**src/rtl/sseg_scan_ctrl_pkg.sv**
```systemverilog
// Shared definitions for the seven-segment scan controller: blanking constants,
// scan state encoding and index-width helper.
package sseg_scan_ctrl_pkg;

    localparam logic [6:0] SSEG_BLANK = 7'h7F;
    localparam logic [7:0] SSEG_OFF   = 8'hFF;
    // Anodes are active low; this is the value of one deselected anode bit.
    localparam logic       AN_OFF     = 1'b1;
    localparam int unsigned MAX_DIGITS = 8;

    typedef enum logic [0:0] {
        StIdleBlank,
        StScan
    } scan_state_e;

    function automatic int unsigned idx_width(input int unsigned n);
        return (n <= 2) ? 1 : $clog2(n);
    endfunction

endpackage

```
**src/rtl/sseg_scan_ctrl_if.sv**
```systemverilog
// Load channel between the BCD producer and the scan controller: a frame of digits
// and decimal points offered under a req/ack handshake.
interface sseg_scan_ctrl_if #(
    parameter int unsigned N_DIGITS = 4
);

    logic [4*N_DIGITS-1:0] bcd_in;
    logic [N_DIGITS-1:0]   dp_in;
    logic                  load_req;
    logic                  load_ack;

    modport master (
        output bcd_in,
        output dp_in,
        output load_req,
        input  load_ack
    );

    modport slave (
        input  bcd_in,
        input  dp_in,
        input  load_req,
        output load_ack
    );

endinterface

```
**src/rtl/dec_to_sseg.sv**
```systemverilog
// BCD to active-low seven-segment decoder; sseg[6:0] = a..g, sseg[7] = dp.
// Out-of-range codes 10..15 show the '9' pattern.
module dec_to_sseg (
    input  logic [3:0] bcd,
    input  logic       dp,
    output logic [7:0] sseg
);

    logic [6:0] seg;

    always_comb begin
        seg = 7'b0000100;
        case (bcd)
            4'd0:    seg = 7'b0000001;
            4'd1:    seg = 7'b1001111;
            4'd2:    seg = 7'b0010010;
            4'd3:    seg = 7'b0000110;
            4'd4:    seg = 7'b1001100;
            4'd5:    seg = 7'b0100100;
            4'd6:    seg = 7'b0100000;
            4'd7:    seg = 7'b0001111;
            4'd8:    seg = 7'b0000000;
            default: seg = 7'b0000100;
        endcase
        sseg = {dp, seg};
    end

endmodule

```
**src/rtl/sseg_scan_ctrl.sv**
```systemverilog
// Time-multiplexed scan controller for an N-digit common-anode display. A shadow
// frame is swapped in only at frame end so a frame never mixes old and new digits.
module sseg_scan_ctrl
    import sseg_scan_ctrl_pkg::*;
#(
    parameter int unsigned N_DIGITS     = 4,
    parameter int unsigned DWELL_CYCLES = 50000,
    parameter int unsigned CNT_W        = 16
) (
    input  logic                clk,
    input  logic                reset,
    sseg_scan_ctrl_if.slave     load,
    input  logic                blank_lz,
    output logic [N_DIGITS-1:0] an,
    output logic [7:0]          sseg,
    output logic                frame_tick
);

    localparam int unsigned IDX_W = idx_width(N_DIGITS);
    localparam logic [CNT_W-1:0] CNT_LAST = CNT_W'(DWELL_CYCLES - 1);
    localparam logic [IDX_W-1:0] IDX_LAST = IDX_W'(N_DIGITS - 1);

    scan_state_e                state_q, state_d;
    logic [CNT_W-1:0]           cnt_q, cnt_d;
    logic [IDX_W-1:0]           idx_q, idx_d;
    logic [N_DIGITS-1:0][3:0]   bcd_q;
    logic [N_DIGITS-1:0]        dp_q;
    logic [N_DIGITS-1:0]        an_q, an_d;
    logic [7:0]                 sseg_q, sseg_d;

    logic                       cnt_last;
    logic                       idx_last;
    logic                       frame_end;
    logic [N_DIGITS-1:0]        lz_mask;
    logic                       zero_run;
    logic [3:0]                 sel_bcd;
    logic                       sel_dp;
    logic [7:0]                 dec_sseg;

    assign cnt_last  = (cnt_q == CNT_LAST);
    assign idx_last  = (idx_q == IDX_LAST);
    assign frame_end = (state_q == StScan) && cnt_last && idx_last;

    // Reset wins over a frame end, so a pending request is dropped without an ack.
    assign frame_tick    = frame_end && !reset;
    assign load.load_ack = frame_tick && load.load_req;

    // A digit is blank when it and every digit to its left are zero; digit 0 never is.
    always_comb begin
        lz_mask  = '0;
        zero_run = blank_lz;
        for (int i = int'(N_DIGITS) - 1; i >= 1; i--) begin
            zero_run   = zero_run && (bcd_q[i] == 4'd0);
            lz_mask[i] = zero_run;
        end
    end

    assign sel_bcd = bcd_q[idx_q];
    assign sel_dp  = dp_q[idx_q];

    dec_to_sseg u_dec (
        .bcd  (sel_bcd),
        .dp   (sel_dp),
        .sseg (dec_sseg)
    );

    always_comb begin
        state_d = state_q;
        cnt_d   = cnt_q;
        idx_d   = idx_q;
        an_d    = {N_DIGITS{AN_OFF}};
        sseg_d  = SSEG_OFF;
        case (state_q)
            StIdleBlank: begin
                state_d = StScan;
            end
            StScan: begin
                cnt_d = cnt_last ? '0 : cnt_q + 1'b1;
                if (cnt_last) begin
                    idx_d = idx_last ? '0 : idx_q + 1'b1;
                end
                // First dwell cycle of each digit keeps all anodes off to avoid ghosting.
                if (cnt_q != '0) begin
                    an_d[idx_q] = 1'b0;
                end
                sseg_d = {dec_sseg[7], lz_mask[idx_q] ? SSEG_BLANK : dec_sseg[6:0]};
            end
            default: begin
                state_d = StIdleBlank;
            end
        endcase
    end

    always_ff @(posedge clk) begin
        if (reset) begin
            state_q <= StIdleBlank;
            cnt_q   <= '0;
            idx_q   <= '0;
            bcd_q   <= '0;
            dp_q    <= '1;
            an_q    <= '1;
            sseg_q  <= SSEG_OFF;
        end else begin
            state_q <= state_d;
            cnt_q   <= cnt_d;
            idx_q   <= idx_d;
            an_q    <= an_d;
            sseg_q  <= sseg_d;
            if (load.load_ack) begin
                bcd_q <= load.bcd_in;
                dp_q  <= load.dp_in;
            end
        end
    end

    assign an   = an_q;
    assign sseg = sseg_q;

endmodule

```
**src/flat_wrapper.sv**
```systemverilog
// flat-port wrapper written by rule: the top's interface ports become plain ports
module sseg_scan_ctrl_flat import sseg_scan_ctrl_pkg::*;
#(
    parameter int unsigned N_DIGITS     = 4,
    parameter int unsigned DWELL_CYCLES = 50000,
    parameter int unsigned CNT_W        = 16
)
  (clk, reset, blank_lz, an, sseg, frame_tick, load_bcd_in, load_dp_in, load_load_req, load_load_ack);
  sseg_scan_ctrl_if #(.N_DIGITS(N_DIGITS)) load_i ();
  input  logic clk;
  input  logic reset;
  input  logic blank_lz;
  output logic [N_DIGITS-1:0] an;
  output logic [7:0] sseg;
  output logic frame_tick;
  input wire logic [$bits(load_i.bcd_in)-1:0] load_bcd_in;
  input wire logic [$bits(load_i.dp_in)-1:0] load_dp_in;
  input wire logic [$bits(load_i.load_req)-1:0] load_load_req;
  output wire logic [$bits(load_i.load_ack)-1:0] load_load_ack;
  assign load_i.bcd_in = load_bcd_in;
  assign load_i.dp_in = load_dp_in;
  assign load_i.load_req = load_load_req;
  assign load_load_ack = load_i.load_ack;
  sseg_scan_ctrl #(.N_DIGITS(N_DIGITS), .DWELL_CYCLES(DWELL_CYCLES), .CNT_W(CNT_W)) u_core (.clk(clk), .reset(reset), .load(load_i), .blank_lz(blank_lz), .an(an), .sseg(sseg), .frame_tick(frame_tick));
endmodule
```
**config.mk**
```make
export PLATFORM = sky130hd
export DESIGN_NAME = sseg_scan_ctrl_flat
export DESIGN_NICKNAME = d
export VERILOG_FILES = /design/src/rtl/sseg_scan_ctrl_pkg.sv /design/src/rtl/sseg_scan_ctrl_if.sv /design/src/rtl/dec_to_sseg.sv /design/src/rtl/sseg_scan_ctrl.sv /design/src/flat_wrapper.sv
export SDC_FILE = /design/constraint.sdc
export NUM_CORES = 1
export LEC_CHECK = 0
export BUFFER_PORTS_ARGS = -buffer_cell sky130_fd_sc_hd__buf_2
export CORE_ASPECT_RATIO = 1.75
export CORE_MARGIN = 5
export CORE_UTILIZATION = 58
export CTS_BUF_LIST = sky130_fd_sc_hd__clkbuf_8
export DETAILED_ROUTE_END_ITERATION = 10
export PLACE_DENSITY = 0.81
export RECOVER_POWER = 100
export SETUP_SLACK_MARGIN = 0.4
export SLEW_MARGIN = 20
export SYNTH_ARGS = -nofsm -noshare
export SYNTH_HDL_FRONTEND = slang
export SYNTH_HIERARCHICAL = 1
export SYNTH_SLANG_ARGS = --single-unit
```
**constraint.sdc**
```tcl
create_clock -name clk -period 3 [get_ports clk]
set_input_delay 0.45 -clock clk [delete_from_list [all_inputs] [get_ports clk]]
set_output_delay 0.45 -clock clk [all_outputs]
set_load 0.01 [all_outputs]
```
# Yosys cells after proc, flatten, opt, wreduce, memory -nomap -nowiden
# Memories as Yosys holds them, arrays and structs flattened. A register that Yosys moved wholly into a read port is not among the register bits.
# Index checks and enable logic that the tools add are counted.
[classes] addsub=2 magnitude_cmp=2 eq_ne=2 mux=11 bitwise=3 n_reduce_logical=17
[ops] op="$add 16x1->16 const B" n=1
[ops] op="$eq 16x16->1 const B" n=1
[ops] op="$mux 16" n=1
[ops] op="$reduce_bool 16->1" n=1
[ops] op="$logic_not 4->1" n=3
[ops] op="$bmux 4 s2" n=1
[ops] op="$logic_and 1x1->1" n=8
[ops] op="$reduce_or 3->1" n=2
[ops] op="$bmux 1 s2" n=2
[ops] op="$mux 1" n=4
[ops] op="$mux 4" n=1
[ops] op="$not 4->4" n=1
[ops] op="$lt 2x3->1 const B" n=1
[ops] op="$add 2x1->2 const B" n=1
[ops] op="$demux 1 s2" n=1
[ops] op="$eq 2x2->1 const B" n=1
[ops] op="$ge 2x1->1 const B" n=1
[ops] op="$mux 2" n=1
[ops] op="$not 1->1" n=2
[ops] op="$reduce_and 2->1" n=1
[ops] op="$reduce_or 2->1" n=1
[ops] op="$logic_not 1->1" n=1
[totals] register_bits=44 mem_bits_ro=112 input_bits=24 out_inout_bits=14 elab_cells=48 memories=1
[mem_list] memory="(name not given)" words=16 width=7 rd=1 rd_ports_with_merged_regs=1 wr=0 line_no="dec_to_sseg.sv:13" text="case (bcd)"

# Longest topological paths before layout
# Gate-level depths: netlist (run 1).
[logic_depth] word_depth=7 mapped_depth=8 ltp_nobuf=7

# Cells and area by module
# Netlist (run 1), hierarchy kept.
[modules_own_cells] module="sseg_scan_ctrl" n_inst=1 cells_per_inst=244 area_per_inst_um2=2278.4 seq_area_each_um2=1021.0
[modules_own_cells] module="dec_to_sseg" n_inst=1 cells_per_inst=27 area_per_inst_um2=200.2 seq_area_each_um2=0.0

# Worst setup path before layout (run 1)
# Ideal clock, no wire load.
[synth_path] path_type="register to output" start="register u_core.cnt_q[10]" end="output port load_load_ack" t_arrival_ps=1739 required_ps=2550 slack_ps=811 stages_incl_launch_ff=6 path_buffers=2 path_cell_list="dfxtp_1 or4_4 nor4_4 and4_1 buf_6 buf_12"
[synth_via] elab_chain_len=5
[synth_rtl] item="start: declaration" line_no="sseg_scan_ctrl.sv:24" text="logic [CNT_W-1:0] cnt_q, cnt_d;"
[synth_rtl] item="start signal: assignment" line_no="sseg_scan_ctrl.sv:105" text="cnt_q <= cnt_d;"
[synth_rtl] item="$eq 16x16->1" line_no="sseg_scan_ctrl.sv:40" text="assign cnt_last = (cnt_q == CNT_LAST);"
[synth_rtl] item="$logic_and 1x1->1 (2 in a row)" line_no="sseg_scan_ctrl.sv:42" text="assign frame_end = (state_q == StScan) && cnt_last && idx_last;"
[synth_rtl] item="$logic_and 1x1->1" line_no="sseg_scan_ctrl.sv:45" text="assign frame_tick = frame_end && !reset;"
[synth_rtl] item="$logic_and 1x1->1" line_no="sseg_scan_ctrl.sv:46" text="assign load.load_ack = frame_tick && load.load_req;"
[synth_rtl] item="end: declaration" line_no="flat_wrapper.sv:19" text="output wire logic [$bits(load_i.load_ack)-1:0] load_load_ack;"
# No other way between the ends.

# Worst setup path in the final report (run 1)
# Ends and elaborated chain as after synthesis.

==> metrics.txt, run 1 <==
insertion delay to the later sink of the worst-skew pair 290 ps; IO buf count 37; all-layer global routing usage 18.51%; Placer Congestion 0.9053; CTS tree done; mapped cell area 2479 sq um; Critical Path AT 2240 ps; initial antenna violation count 0; Final Hold Viols 0; commonest non-fill, non-tap cell in the layout dfxtp_1; Worst VDD drop 0.4065 mV; Critical Path Max Stage Delay 570 ps; Num Clock Sinks 51; Final TNS setup 0 ps; Power, Total 1.106 mW; vias per inst 5.390; worst slack at placement 564.2 ps; final setup violation count 0; worst slew pin tran 1312 ps; critical path required time 2550 ps; H-tree level count 2; Hold-fix buffers, CTS 0; Gate Count Post-Synth 271; Filler Cells Inserted 364; status completed; syn nets 306; via count 1908; Die X 59.42 microns; RSZ-0062 raised after global routing false; Max clock buf depth 2; Max-slew headroom 12.55%; fin cells 354; core area 4150 sq um; starting density of the core 59.72%; Final Worst Setup Slack 311.4 ps; leakage 1.014 nW; Pins Over Slew Limit 0; register bit count reported by yosys 51; Seq/Total Area, Yosys 41.19%; Final Cycle Share 89.62%; critical path type flip-flop to output port; worst-path maximum fanout 6; P&R area growth vs syn 9.389%; ant diodes 0; Post-DP Area 2641 sq um; Post-Syn Area per Cell 9.146 sq um; Final Cell Area 2711 sq um; 1st-iter DRT viols 45; row cnt 31; EDFF count, synth 0; hold slack 394.9 ps; post-synthesis cell type count 40; drt drc 0; number of global-route vias before repair 1925; Final Util 65.33%; flip-flop and latch area 1021 sq um; Worst Hold Class input port to flip-flop; largest net degree at the start of global routing 36; gr ovfl total 0; startpoint types flip-flop; Achievable Freq 371.9 MHz; Root Driver clkbuf_8; global-route wire length before repair 8176 microns; DIE AREA 5732 sq um; post-route minimum period 2689 ps; dpl cells 345; Total Wirelength 4978 microns; nets 341; Top FF cell, synth dfxtp_1; First-pass DRT Iterations 4; Fin Clk Skew 6.942 ps; maxcap violations 0; Ys Warns 6; critical path capture point type output port; CTS Buf Count 5; area of the multi-input gates 1310 sq um; Reg clk slew, reported paths 80 ps; crit path cell chain or4_4 -> nor4_4 -> and4_1 -> clkbuf_1; Routed Antenna Nets 0; I/O Pins 38; Slowest-stage cell, CP or4_4; asr flop ratio synth 0%; layout cell share with drive strength beyond 1 13.77%; wire per inst 14.06 microns; pwr/cell area 407.8 nW/um^2; Detailed Place HPWL 3781 microns; die height 96.48 microns; commonest cells after routing, fill and taps aside dfxtp_1 (51), nand2_1 (49), nor2_1 (34), buf_2 (22), mux2i_1 (21)
cell type report:
cell class / instances / area share (%)
clock buffers: 5 / 2.538
multi-input cells: 195 / 48.32
flip-flops and latches: 51 / 37.66
repair buffers: 44 / 7.845
inverters: 9 / 1.246
well taps: 49 / 2.261
clock inverters: 1 / 0.1384
worst max-delay path: cells and delay by family (launching register included):
kind	cells	cell delay, ps
and+or+nand+nor	3	1360
DFF	1	360
buffers and inverters	1	230
flip-flops by register name (all words and copies together), names as in the netlist:
register and count:
u_core/cnt_q 16, u_core/bcd_q 16, u_core/sseg 8, u_core/an 4
u_core/idx_q 2, u_core/state_q 1, u_core/dp_q 4
report_power, final:
group	leakage [nW]	internal (mW)	switching, mW
Sequential	0.414	0.685	0.00487
Combinational	0.559	0.0274	0.0399
Clock	0.0413	0.152	0.196
Total	1.01	0.865	0.241
cells in the mapped netlist, types with 5 or more instances:
master,instances,area share (%)
nand4_1,8,2.0
nand2_1,49,7.4
dfxtp_1,51,41
nor2b_1,5,1.3
mux2i_1,21,8.5
nor4_1,9,2.3
nor3_1,7,1.4
clkbuf_1,8,1.2
nor2_1,34,5.1
xnor2_1,12,4.2
mux4_2,5,4.5
inv_1,8,1.2
nand3_1,6,1.2
ha_1,11,5.6
path summary, 6_finish.rpt:
kind	slack, ps	depth (start not counted)	from	to
setup / recovery	310	4	u_core/cnt_q[10]	load_load_ack
setup reg to reg	470	5	u_core/cnt_q[10]	u_core/bcd_q[3]
hold reg to reg	470	2	u_core/bcd_q[1]	u_core/bcd_q[1]
hold / removal	390	3	load_bcd_in[2]	u_core/bcd_q[2]
layer usage:
metal / vias up / track usage [%] / wire length [microns]
li1: 987 / - / -
met1: 875 / 18.35 / 1870
met2: 39 / 36.68 / 2837
met3: 7 / 3.324 / 192
met4: 0 / 6.238 / 77
met5: - / 0 / 0
logic make-up after synthesis:
family,share of synthesized area (%)
AO/OA/AOI/OAI,3.180
XOR/XNOR,5.301
adder cells (fa/ha/maj),5.553
buffers and inverters,5.957
flip-flops,41.19
multiplexers,13.02
AND/OR/NAND/NOR,25.80
repair_timing:
| action | CTS | global route |
|---|---|---|
| endpoints found under the setup margin | 1 | 1 |
| buffers inserted | 0 | 3 |
| hold endpoints to repair | 0 | 0 |
| resized for setup | 2 | 0 |
| pin swaps | 1 | 1 |
(Power assumes the default switching activity.)
==> inputs of run 2 (changes only) <==
--- a/config.mk
+++ b/config.mk
@@ -11,7 +11,7 @@
 export CORE_UTILIZATION = 58
 export CTS_BUF_LIST = sky130_fd_sc_hd__clkbuf_8
 export DETAILED_ROUTE_END_ITERATION = 10
-export PLACE_DENSITY = 0.81
+export PLACE_DENSITY_LB_ADDON = 0.2
 export RECOVER_POWER = 100
 export SETUP_SLACK_MARGIN = 0.4
 export SLEW_MARGIN = 20
==> metrics.txt, run 2 (same netlist as run 1, synthesis figures left out) <==
ant diodes 0 (unchanged); drt drc 0 (unchanged); Detailed Place HPWL 3954 microns (+4.6%); critical path capture point type output port; Setup crit start u_core/cnt_q[10]; leakage 1.030 nW (+1.6%); Critical Path AT 2130 ps (-110 ps); internal power component 0.9540 mW (+10%); Critical Path Max Stage Delay 600 ps (+30 ps); top routing layer in use met4; status completed; starting density of the core 59.72% (unchanged); reg2reg path depth 5 (unchanged); Reg clk slew, reported paths 80 ps (about the same); CTS tree done; worst slack at placement 514.7 ps (-49.52 ps); gr ovfl total 0 (unchanged); flip-flop and latch area 1021 sq um (unchanged); commonest cells after routing, fill and taps aside dfxtp_1 (51), nand2_1 (49), nor2_1 (34), buf_2 (22), mux2i_1 (21); Routed Antenna Nets 0 (unchanged); Critical Path Sink load_load_ack; largest net degree at the start of global routing 35 (-2.8%); Die X 59.42 microns (unchanged); row cnt 31 (unchanged); maxcap violations 0 (unchanged); reg2reg setup slack 530 ps (+60 ps); Worst VDD drop 0.4075 mV (+0.25%); via count 1939 (+1.6%); Worst Hold Class input port to flip-flop; Sw Ratio 20.88% (-0.90 points); RSZ-0062 raised after global routing false; all-layer global routing usage 19.56% (+1.1 points); post-route minimum period 2578 ps (-110.3 ps); DIE AREA 5732 sq um (unchanged); Buf+Inv Stages, Crit Path 1 (unchanged); reg-to-reg endpoint u_core/bcd_q[13]; hold slack 390.9 ps (-3.992 ps); critical path type flip-flop to output port; Final Worst Setup Slack 421.6 ps (+110.3 ps); I/O Pins 38 (unchanged); CTS Buf Count 5 (unchanged); worst slew pin tran 554.5 ps (-757.3 ps); met2 wire length 2949 microns (+3.9%); H-tree level count 2 (unchanged); wl on met1 1911 microns (+2.2%); Final Cycle Share 85.95% (-3.7 points); clock share of power 37.2% (+5.7 points); switching power 0.2517 mW (+4.5%); Hold-fix buffers, CTS 0 (unchanged); Power, Total 1.206 mW (+9.0%); Max-slew headroom 63.04% (+50 points); Stages on worst setup path 4 (unchanged); worst-path maximum fanout 5 (-1); First-pass DRT Iterations 4 (unchanged); layout cell share with drive strength beyond 1 13.36% (-0.42 points); die height 96.48 microns (unchanged); startpoint types flip-flop; core area 4150 sq um (unchanged); number of global-route vias before repair 1950 (+1.3%); Placer Congestion 0.7753 (-14%); Max clock buf depth 2 (unchanged); P&R area growth vs syn 10.30%; Total Wirelength 5155 microns (+3.6%); critical path required time 2550 ps (about the same); initial antenna violation count 0 (unchanged); wire per inst 14.48 microns (+3.0%); Filler Cells Inserted 367 (+0.82%); Num Clock Sinks 51 (unchanged); nets 342 (+0.29%); sequential share of power 57.2% (-5.2 points); Root Driver clkbuf_8; worst r2r src u_core/cnt_q[10]; commonest non-fill, non-tap cell in the layout dfxtp_1; Final Hold Viols 0 (unchanged); Fin Clk Skew 5.061 ps (-1.881 ps); 1st-iter DRT viols 63 (+40%); insertion delay to the later sink of the worst-skew pair 300 ps (about the same); Pins Over Slew Limit 0 (unchanged); pwr/cell area 441.0 nW/um^2 (+8.1%); crit path cell chain or4_1 -> nor4_4 -> and4_1 -> clkbuf_1; area of the multi-input gates 1299 sq um (-0.86%); Final TNS setup 0 ps (unchanged); Worst Min Path Start load_bcd_in[2]; final setup violation count 0 (unchanged); Achievable Freq 387.8 MHz (+4.3%); met3 wire length 203 microns (+5.7%); vias per inst 5.447 (+1.1%); IO buf count 37 (unchanged); global-route wire length before repair 8597 microns (+5.1%); Slowest-stage cell, CP or4_1; Gate power share 5.6% (-0.5 points); Top delay family on crit path simple AND/OR/NAND/NOR gates
## run 2: cell type report
cell class	count	share of cell area, %
Multi-Input combinational cell	195	47.51
Clock inverter	2	1.236
Clock buffer	5	2.517
Sequential cell	51	37.35
Tap cell	49	2.243
Inverter	9	1.236
Timing Repair Buffer	45	7.918
## run 2: what timing repair did
action,CTS,global route
pin swaps,1,2
setup buffers,0,4
endpoints found under the hold margin,0,0
resized for setup,2,0
endpoints found under the setup margin,1,1
## run 2: worst min-delay path by stage
| stage | cells past startpoint | endpoint |
|---|---|---|
| detailed placement | 2 | u_core/bcd_q[0] |
| CTS | 3 | u_core/bcd_q[15] |
| global route | 3 | u_core/bcd_q[9] |
| floorplan | 2 | u_core/bcd_q[0] |
| finish | 3 | u_core/bcd_q[2] |
| global placement | 2 | u_core/bcd_q[3] |
## run 2: power groups by stage
stage	clock network [mW]	registers, mW	logic, mW
floorplan	0	0.708	0.0357
global placement	0	0.705	0.0693
detailed placement	0	0.706	0.0700
CTS	0.461	0.690	0.0705
global route	0.490	0.692	0.0753
finish	0.448	0.690	0.0674
## run 2: layer usage
metal / vias up / track usage, %
met5: - / 0
met4: 0 / 9.074
met3: 7 / 3.723
met2: 34 / 36.22
met1: 904 / 20.48
li1: 994 / -
## run 2: tightest hold or removal path: cells and delay by family
kind                   cells  cell delay (ps)
muxes                      1               50
and+or+nand+nor            1               40
buffers and inverters      1               90
## run 2: per-stage QoR
stage | area [sq um] | util [%] | instances
3_5_place_dp | 2641 | 63.64 | 345
2_1_floorplan | 2479 | - | 271
3_3_place_gp | 2641 | 63.64 | 345
4_1_cts | 2746 | 66.17 | 352
5_1_grt | 2734 | 65.87 | 356
6_report | 2734 | 65.87 | 356
